## src/rtl/canon_huff_builder.sv

```systemverilog
// canon_huff_builder: canonical Huffman table builder for the DEFLATE decoder.
// Latency: start -> done = 1 + NSYM + MAXLEN*NSYM cycles when len_valid stays high.
// Backpressure: len_ready is high only in LOAD, and len_valid low stalls the load.
//
// Optional build macro: CHB_KRAFT_CHECK_EN adds the over-subscription (Kraft) check
// that drives err. Without it, err is tied low and no check logic is built.
//
// Ports:
//   clk, rst_n           clock and synchronous active-low reset
//   start                begin a new build; honoured only in IDLE or DONE
//   len_valid/len_ready  code-length handshake; len_data = length of next symbol
//   busy                 high in LOAD and SORT
//   done                 one-cycle pulse on DONE entry
//   tables_valid         high in DONE until the next start or reset
//   count_sq             count per length 1..MAXLEN, length 1 in the LSBs
//   first_code_sq        first canonical code per length, length 1 in the LSBs
//   nnz                  number of symbols with a nonzero length
//   rd_rank -> rd_sym    combinational read of the rank-ordered symbol table
//   err                  over-subscribed length set (Kraft check builds only)
module canon_huff_builder #(
    parameter int NSYM = 19,
    parameter int LW   = 3
) (
    input  logic                                        clk,
    input  logic                                        rst_n,
    input  logic                                        start,
    input  logic                                        len_valid,
    output logic                                        len_ready,
    input  logic [LW-1:0]                               len_data,
    output logic                                        busy,
    output logic                                        done,
    output logic                                        tables_valid,
    output logic [((1<<LW)-1)*$clog2(NSYM+1)-1:0]       count_sq,
    output logic [((1<<LW)-1)*((1<<LW)-1)-1:0]          first_code_sq,
    output logic [$clog2(NSYM+1)-1:0]                   nnz,
    input  logic [$clog2(NSYM)-1:0]                     rd_rank,
    output logic [$clog2(NSYM)-1:0]                     rd_sym,
    output logic                                        err
);

    localparam int MAXLEN = (1 << LW) - 1;
    localparam int SW     = $clog2(NSYM);
    localparam int CW     = $clog2(NSYM + 1);

    typedef enum logic [1:0] {
        S_IDLE = 2'd0,
        S_LOAD = 2'd1,
        S_SORT = 2'd2,
        S_DONE = 2'd3
    } state_t;

    state_t state_q, state_d;

    // Stored tables
    logic [LW-1:0]     lens_q   [0:NSYM-1];
    logic [CW-1:0]     count_q  [1:MAXLEN];
    logic [MAXLEN-1:0] first_q  [1:MAXLEN];
    logic [SW-1:0]     sorted_q [0:NSYM-1];
    logic [CW-1:0]     nnz_q;
    logic              done_q;

    // Load and scan counters
    logic [SW-1:0]     idx_q;
    logic [LW-1:0]     len_q;
    logic [SW-1:0]     pos_q;
    logic [SW-1:0]     rank_q;
    logic [MAXLEN-1:0] code_q;

    // Decodes
    logic              start_ok;
    logic              hs;
    logic              load_last;
    logic              pos_last;
    logic              len_last;
    logic              sort_len_end;
    logic [MAXLEN-1:0] cnt_ext;
    logic [MAXLEN-1:0] code_sum;
    logic [MAXLEN-1:0] code_nxt;

    assign start_ok     = start && ((state_q == S_IDLE) || (state_q == S_DONE));
    assign len_ready    = (state_q == S_LOAD);
    assign hs           = len_valid && len_ready;
    assign load_last    = hs && (idx_q == SW'(NSYM - 1));
    assign pos_last     = (pos_q == SW'(NSYM - 1));
    assign len_last     = (len_q == LW'(MAXLEN));
    assign sort_len_end = (state_q == S_SORT) && pos_last;

    // Next first code: (code + count[len]) << 1, all modulo 2^MAXLEN.
    assign cnt_ext  = MAXLEN'(count_q[len_q]);
    assign code_sum = code_q + cnt_ext;
    assign code_nxt = code_sum << 1;

    // ------------------------------------------------------------------
    // FSM
    // ------------------------------------------------------------------
    always_ff @(posedge clk) begin
        if (!rst_n) begin
            state_q <= S_IDLE;
        end else begin
            state_q <= state_d;
        end
    end

    always_comb begin
        state_d = state_q;
        case (state_q)
            S_IDLE: begin
                if (start) state_d = S_LOAD;
            end
            S_LOAD: begin
                if (load_last) state_d = S_SORT;
            end
            S_SORT: begin
                if (pos_last && len_last) state_d = S_DONE;
            end
            S_DONE: begin
                if (start) state_d = S_LOAD;
            end
            default: state_d = S_IDLE;
        endcase
    end

    // ------------------------------------------------------------------
    // Datapath. Reset and an accepted start clear the same state, so a
    // new build never sees residue from the previous one.
    // ------------------------------------------------------------------
    always_ff @(posedge clk) begin
        if (!rst_n || start_ok) begin
            for (int s = 0; s < NSYM; s++) begin
                lens_q[s]   <= '0;
                sorted_q[s] <= '0;
            end
            for (int l = 1; l <= MAXLEN; l++) begin
                count_q[l] <= '0;
                first_q[l] <= '0;
            end
            nnz_q  <= '0;
            done_q <= 1'b0;
            idx_q  <= '0;
            len_q  <= LW'(1);
            pos_q  <= '0;
            rank_q <= '0;
            code_q <= '0;
        end else begin
            done_q <= 1'b0;
            case (state_q)
                S_LOAD: begin
                    if (hs) begin
                        lens_q[idx_q] <= len_data;
                        idx_q         <= idx_q + SW'(1);
                        if (len_data != '0) begin
                            count_q[len_data] <= count_q[len_data] + CW'(1);
                            nnz_q             <= nnz_q + CW'(1);
                        end
                    end
                end
                S_SORT: begin
                    // Scanning symbols in ascending order within each length
                    // gives canonical tie ordering for free.
                    if (lens_q[pos_q] == len_q) begin
                        sorted_q[rank_q] <= pos_q;
                        rank_q           <= rank_q + SW'(1);
                    end
                    if (pos_last) begin
                        pos_q  <= '0;
                        code_q <= code_nxt;
                        // first_q[1] is never written and stays 0.
                        if (!len_last) begin
                            first_q[len_q + LW'(1)] <= code_nxt;
                            len_q                   <= len_q + LW'(1);
                        end else begin
                            done_q <= 1'b1;
                        end
                    end else begin
                        pos_q <= pos_q + SW'(1);
                    end
                end
                default: begin
                end
            endcase
        end
    end

    // ------------------------------------------------------------------
    // Optional Kraft over-subscription check
    // ------------------------------------------------------------------
`ifdef CHB_KRAFT_CHECK_EN
    // 'left' is the number of unused codes at the current length. It never
    // exceeds 2^MAXLEN before going negative, and it is frozen once negative,
    // so this width cannot overflow.
    localparam int KW = MAXLEN + CW + 2;

    logic signed [KW-1:0] left_q;
    logic signed [KW-1:0] left_nxt;
    logic                 err_q;

    assign left_nxt = (left_q <<< 1) - $signed(KW'(count_q[len_q]));

    always_ff @(posedge clk) begin
        if (!rst_n || start_ok) begin
            left_q <= {{(KW-1){1'b0}}, 1'b1};
            err_q  <= 1'b0;
        end else if (sort_len_end && !err_q) begin
            left_q <= left_nxt;
            if (left_nxt[KW-1]) err_q <= 1'b1;
        end
    end

    assign err = err_q;
`else
    assign err = 1'b0;
`endif

    // ------------------------------------------------------------------
    // Outputs
    // ------------------------------------------------------------------
    assign busy         = (state_q == S_LOAD) || (state_q == S_SORT);
    assign done         = done_q;
    assign tables_valid = (state_q == S_DONE);
    assign nnz          = nnz_q;

    always_comb begin
        count_sq      = '0;
        first_code_sq = '0;
        for (int l = 1; l <= MAXLEN; l++) begin
            count_sq[(l-1)*CW +: CW]               = count_q[l];
            first_code_sq[(l-1)*MAXLEN +: MAXLEN]  = first_q[l];
        end
    end

    // Ranks at or above nnz hold the cleared value 0. Out-of-range ranks also
    // read 0 because the table is shorter than 2^SW.
    assign rd_sym = ({1'b0, rd_rank} < (SW+1)'(NSYM)) ? sorted_q[rd_rank] : '0;

endmodule

```

## config.mk

```make
export PLATFORM = sky130hd
export DESIGN_NAME = canon_huff_builder
export DESIGN_NICKNAME = d
export VERILOG_FILES = /design/src/rtl/canon_huff_builder.sv
export SDC_FILE = /design/constraint.sdc
export NUM_CORES = 1
export LEC_CHECK = 0
export ABC_AREA = 1
export ABC_CLOCK_PERIOD_IN_PS = 6000
export CAP_MARGIN = 20
export CORE_ASPECT_RATIO = 0.7
export CORE_MARGIN = 5
export CORE_UTILIZATION = 55
export CTS_BUF_LIST = sky130_fd_sc_hd__clkbuf_8
export DETAILED_ROUTE_END_ITERATION = 10
export PLACE_DENSITY = 0.85
export SYNTH_ARGS = -nofsm -noshare
export SYNTH_HDL_FRONTEND = slang
export SYNTH_SLANG_ARGS = --single-unit
```

## constraint.sdc

```tcl
create_clock -name clk -period 6 [get_ports clk]
set_input_delay 1.2 -clock clk [delete_from_list [all_inputs] [get_ports clk]]
set_output_delay 1.2 -clock clk [all_outputs]
set_load 0.005 [all_outputs]
```

==> results of run 1 <==
worst max-delay path, delay by kind of cell:
kind,cells,cell delay (ns)
compound gates,4,0.74
buf+inv,4,1.77
simple gates,1,0.09
cells by family after synthesis:
family	count (synthesis)	share of synthesized area (%)
buf+inv	174	5.17
flops	317	62.3
fa+ha+maj	18	1.60
other cells	1	0.0258
simple gates	764	22.4
compound gates	202	7.97
xor+xnor	9	0.542
Yosys cell counts (10+ instances only):
| master | number | area share [%] |
|---|---|---|
| buf_4 | 12 | 0.62 |
| o21ai_0 | 113 | 3.9 |
| inv_2 | 10 | 0.26 |
| ha_1 | 17 | 1.5 |
| nor3_2 | 21 | 1.4 |
| inv_1 | 90 | 2.3 |
| o22ai_1 | 17 | 0.73 |
| buf_2 | 18 | 0.62 |
| dfxtp_1 | 47 | 6.5 |
| nor2_1 | 320 | 8.3 |
| nand2_1 | 279 | 7.2 |
| edfxtp_1 | 270 | 56 |
| clkbuf_1 | 33 | 0.85 |
| a21oi_1 | 31 | 1.1 |
| nand3_1 | 96 | 3.3 |
| nor3_1 | 22 | 0.76 |
layout by cell type, fill, tap and decap left out, types with 13 or more instances in the layout:
cell	instances
dfxtp_1	47
edfxtp_1	270
nand2_1	279
o21ai_0	113
clkdlybuf4s50_1	102
nand3_1	96
o22ai_1	17
a21oi_1	31
clkbuf_8	53
ha_1	17
nor3_1	22
inv_1	105
nor3_2	21
conb_1	13
nor2_1	320
final cells by class:
type	instances	area [µm²]
Fill cell	1957	9250
Sequential cell	317	9050
Multi-Input combinational cell	1006	4780
Timing Repair Buffer	114	1110
Clock buffer	53	729
Tap cell	357	447
Inverter	102	383
Clock inverter	30	130
worst min-delay path by stage:
stage	depth (start not counted)	endpoint	from	slack (ns)
floorplan	2	sorted_q[18][4]	sorted_q[18][4]	0.45
global placement	2	sorted_q[18][4]	sorted_q[18][4]	0.47
detailed placement	2	lens_q[18][1]	lens_q[18][1]	0.48
CTS	2	lens_q[18][2]	lens_q[18][2]	0.50
global route	2	lens_q[18][1]	lens_q[18][1]	0.50
finish	2	rank_q[4]	rank_q[4]	0.50
stage by stage:
stage / util (%) / area [µm²]
2_1_floorplan: - / 14600
3_3_place_gp: 60.9 / 15800
3_5_place_dp: 60.9 / 15800
4_1_cts: 64.2 / 16600
5_1_grt: 64.2 / 16600
6_report: 64.2 / 16600
sequential cells by signal (all words and copies together), names as in the netlist, 40 cells and up, named ones only:
register  cells
first_q      42
count_q      40
sorted_q    100
lens_q       96
routing by layer:
layer | vias to the layer above | GRT usage, % | wire, µm
met1 | 5418 | 35.4 | 14900
met5 | - | 0 | 0
met2 | 766 | 36.2 | 16200
met4 | 0 | 6.80 | 846
li1 | 5261 | - | -
met3 | 74 | 9.22 | 5710
power by group through the flow:
| stage | combinational, mW | clock (mW) | sequential (mW) |
|---|---|---|---|
| after floorplan | 0.537 | 0 | 2.88 |
| after global placement | 0.922 | 0 | 2.93 |
| after detailed placement | 0.960 | 0 | 2.94 |
| after CTS | 0.970 | 1.65 | 2.89 |
| after global routing | 1.07 | 1.75 | 2.92 |
| final | 0.982 | 1.64 | 2.90 |
==> impl_metrics.csv, run 1 <==
group,metric,value,unit
status,status,"completed",
cts,cts_made_buffers,47,
worst_setup_path,crit_path_end,"rd_sym[1]",
timing,slew_headroom,36.5,%
pwr,pwr-share-seq,52.5,%
worst_setup_path,rrSetupSlack,1.79,ns
pwr,p_switching,1.63,mW
worst_setup_path,path_cells,"clkdlybuf4s50_1, clkinv_1, buf_4, o21ai_0, o221ai_1, o21ai_0, nand2_1, a32o_1, clkdlybuf4s50_1",
detailed_routing,ant_nets,0,
timing,worst_pin_slew,0.946,ns
cts,cts.sinks,317,
layout,nNetsFinal,1618,
die,start_util,56.2,%
detailed_routing,drcViolationCount,0,
die,die-height,146,µm
pwr,p_clk_share,29.7,%
detailed_routing,totalWireLength,37700,µm
layout,layout-drive-gt1-share,7.15,%
pwr,ir_drop,0.314,mV
pwr,p_leak,6.10,nW
worst_setup_path,critPathKind,"in2out",
yosys,yosys.cell_types.count,47,
placed_design,place_ws,0.972,ns
detailed_routing,drt-wirelength-per-cell,19.0,µm
timing,period_needed,5.01,ns
detailed_routing,via_count,11500,
cts,cts_tree,"yes",
worst_setup_path,rr_endpoint,"sorted_q[0][4]",
worst_setup_path,crit_slowest_cell,"clkdlybuf4s50_1",
placed_design,gp_congestion,0.908,
pwr,pwr-share-comb,17.8,%
global_route,gr-usage-all-layers,24.9,%
global_route,grt_start_max_net_pins,50,
detailed_routing,vias_per_cell,5.82,
detailed_routing,drt_iter0_markers,1514,
yosys,avgSynthCellArea,9.79,µm²
layout,layoutNonFillerInstCount,1979,
worst_setup_path,critPathCaptureType,"primary output",
run,max_cap_viol_count,0,
cts,clock_path_buffers,3,
worst_setup_path,critPathArrivalTime,3.81,ns
die,rows,49,
placed_design,dpl.hpwl,26100,µm
min_path,hold_class,"reg2reg",
cts,worstSkewPairLatency,0.60,ns
global_route,grt_pass1_vias,10900,
timing,final.setup.tns,0,ns
yosys,async_flop_share,0,%
yosys,ys_ff_latch,317,
timing,drv_slew,0,
placed_design,numPortBuffers,102,
global_route,antenna_found_initial,0,
yosys,synth_enable_flop_cells,270,
worst_setup_path,start_kind,"primary input",
cts,ctsHoldBuffers,0,
timing,period_share,83.5,%
worst_setup_path,ff2ff_path_depth,18,
timing,setup_slack,0.990,ns
layout,num_antenna_cells,0,
timing,whs,0.499,ns
yosys,yosysSeqAreaShare,62.3,%
pwr,p_int,3.89,mW
die,die_area,0.0298,mm²
pwr,switching_share,29.5,%
cts,post_cts_buffers,0,
yosys,ys.flop_type,"edfxtp_1",
pwr,powerDensity,332,mW/mm²
yosys,ys_warn_count,0,
layout,syn2layout_area_growth,14.4,%
cts,clk_pin_slew,0.07,ns
detailed_routing,first_pass_iters,7,
worst_setup_path,critical_path.startpoint,"rd_rank[0]",
placed_design,dpl.cell_count,1895,
pwr,p_total,5.52,mW
timing,hold_violations,0,
worst_setup_path,worstPathRequired,4.80,ns
timing,rsz0062_at_grt,"false",
global_route,grt_pass1_wl,58900,µm
global_route,grt_overflow,0,
timing,fmax,0.200,GHz
die,die_w,204,µm
die,ios,111,
yosys,syn_inst,1485,
timing,fin_skew,0.0421,ns
timing,finalSetupViolCount,0,
cts,cts_max_level,2,
cts,clockRootBuffer,"clkbuf_8",
worst_setup_path,slowest_delay,0.48,ns
cts,postCtsResizedCells,0,
yosys,syn_area,0.0145,mm²
die,coreArea,0.0259,mm²
worst_setup_path,critPathMaxFanout,33,
No activity file was read; power rests on OpenSTA's default activity.
==> run 2, diff against run 1 <==
--- a/config.mk
+++ b/config.mk
@@ -6,7 +6,7 @@
 export NUM_CORES = 1
 export LEC_CHECK = 0
 export ABC_AREA = 1
-export ABC_CLOCK_PERIOD_IN_PS = 6000
+export ABC_CLOCK_PERIOD_IN_PS = 4900
 export CAP_MARGIN = 20
 export CORE_ASPECT_RATIO = 0.7
 export CORE_MARGIN = 5
==> constraint.sdc (replaced) <==
create_clock -name clk -period 4.9 [get_ports clk]
set_input_delay 0.98 -clock clk [delete_from_list [all_inputs] [get_ports clk]]
set_output_delay 0.98 -clock clk [all_outputs]
set_load 0.005 [all_outputs]
==> impl_metrics.csv, run 2 (synthesis results as in run 1) <==
group,metric,value,unit
detailed_routing,totalWireLength,38500,µm
cts,postCtsResizedCells,0,
timing,period_share,89.8,%
layout,num_antenna_cells,0,
die,ios,111,
timing,fmax,0.227,GHz
die,die_w,204,µm
timing,rsz0062_at_grt,"false",
pwr,ir_drop,0.264,mV
worst_setup_path,start_kind,"primary input",
layout,multi_input_area,0.00478,mm²
worst_setup_path,critPathArrivalTime,3.42,ns
timing,fin_skew,0.0435,ns
timing,whs,0.499,ns
cts,clockRootBuffer,"clkbuf_8",
die,coreArea,0.0259,mm²
detailed_routing,drt_iter0_markers,1508,
layout,register_area,0.00905,mm²
detailed_routing,ant_nets,0,
die,start_util,56.2,%
layout,nFillCells,1974,
placed_design,numPortBuffers,102,
worst_setup_path,critPathKind,"in2out",
run,max_cap_viol_count,0,
cts,ctsHoldBuffers,0,
timing,drv_slew,0,
worst_setup_path,rrSetupSlack,0.94,ns
layout,largest_register,"sorted_q",
global_route,grt_pass1_wl,60400,µm
timing,slew_headroom,32.6,%
placed_design,gp_congestion,0.938,
timing,final.setup.tns,0,ns
worst_setup_path,critPathCaptureType,"primary output",
cts,clock_path_buffers,3,
layout,layoutNonFillerInstCount,1999,
global_route,grt_pass1_vias,11100,
global_route,grt_use_met1,37.0,%
layout,mostFrequentLayoutCells,"nor2_1 (320), nand2_1 (279), edfxtp_1 (270), o21ai_0 (113)",
placed_design,dpl.cell_count,1910,
cts,cts.sinks,317,
timing,hold_violations,0,
detailed_routing,via_count,11500,
min_path,hold_class,"reg2reg",
global_route,use_met3,9.91,%
global_route,grt_busiest_layer,"met1",
global_route,met2_usage,36.3,%
die,die_area,0.0298,mm²
detailed_routing,vias_per_cell,5.78,
cts,cts_tree,"yes",
detailed_routing,drcViolationCount,0,
detailed_routing,drt-wirelength-per-cell,19.3,µm
layout,largest_register_ffs,100,
status,status,"completed",
timing,period_needed,4.40,ns
timing,finalSetupViolCount,0,
worst_setup_path,critPathMaxFanout,25,
die,die-height,146,µm
worst_setup_path,worstPathRequired,3.92,ns
pwr,powerDensity,412,mW/mm²
layout,nNetsFinal,1633,
layout,layout_commonest_cell,"nor2_1",
global_route,grt_overflow,0,
layout,reg_top3,"sorted_q (100), lens_q (96), first_q (42)",
global_route,gr-usage-all-layers,25.4,%
cts,worstSkewPairLatency,0.58,ns
detailed_routing,first_pass_iters,6,
layout,layout-drive-gt1-share,8.47,%
cts,clk_pin_slew,0.06,ns
pwr,p_total,6.93,mW
cts,post_cts_buffers,0,
cts,cts_made_buffers,48,
timing,worst_pin_slew,1.01,ns
global_route,grt_start_max_net_pins,49,
die,rows,49,
pwr,p_leak,6.20,nW
global_route,antenna_found_initial,0,
placed_design,dpl.hpwl,26900,µm
layout,syn2layout_area_growth,15.7,%
cts,cts_max_level,2,
[run 2: final timing paths]
path / startpoint / endpoint / cells past startpoint
min reg2reg: rank_q[4] / rank_q[4] / 2
max reg2reg: register / sorted_q[0][0] / 17
max: rd_rank[0] / rd_sym[2] / 9
min: rank_q[4] / rank_q[4] / 2
[run 2: critical path, stage by stage]
cell and delay, ns:
clkdlybuf4s50_1 0.49, clkinv_1 0.29, buf_4 0.33, o21ai_0 0.17, o22ai_1 0.09, o21ai_0 0.26
nand2_1 0.09, a32o_1 0.27, clkdlybuf4s50_1 0.44
[run 2: metal layers]
metal | vias to the layer above | part of all wire (%)
met5 | - | 0
met4 | 0 | 1.7
met3 | 75 | 15
met2 | 782 | 43
met1 | 5399 | 40
li1 | 5289 | -
[run 2: where the power goes]
group	switching (mW)	total [mW]	internal [mW]
sequential	0.189	3.55	3.36
combinational	0.787	1.21	0.426
clock	1.06	2.16	1.10
total	2.04	6.93	4.89
[run 2: through the flow]
step	cell area, µm²	setup slack (ns)	utilization (%)
floorplan	14600	1.76	-
global placement	15900	0.619	61.3
detailed placement	15900	0.565	61.3
CTS	16800	0.562	65.0
global route	16800	0.403	65.0
finish	16800	0.500	65.0
[run 2: final cells by class]
class	instances	share of cell area (%)
clock buffer	52	4.26
clock inverter	37	1.37
inverter	102	2.28
sequential	317	53.8
tap	357	2.66
multi-input combinational	1006	28.4
timing repair buffer	128	7.23
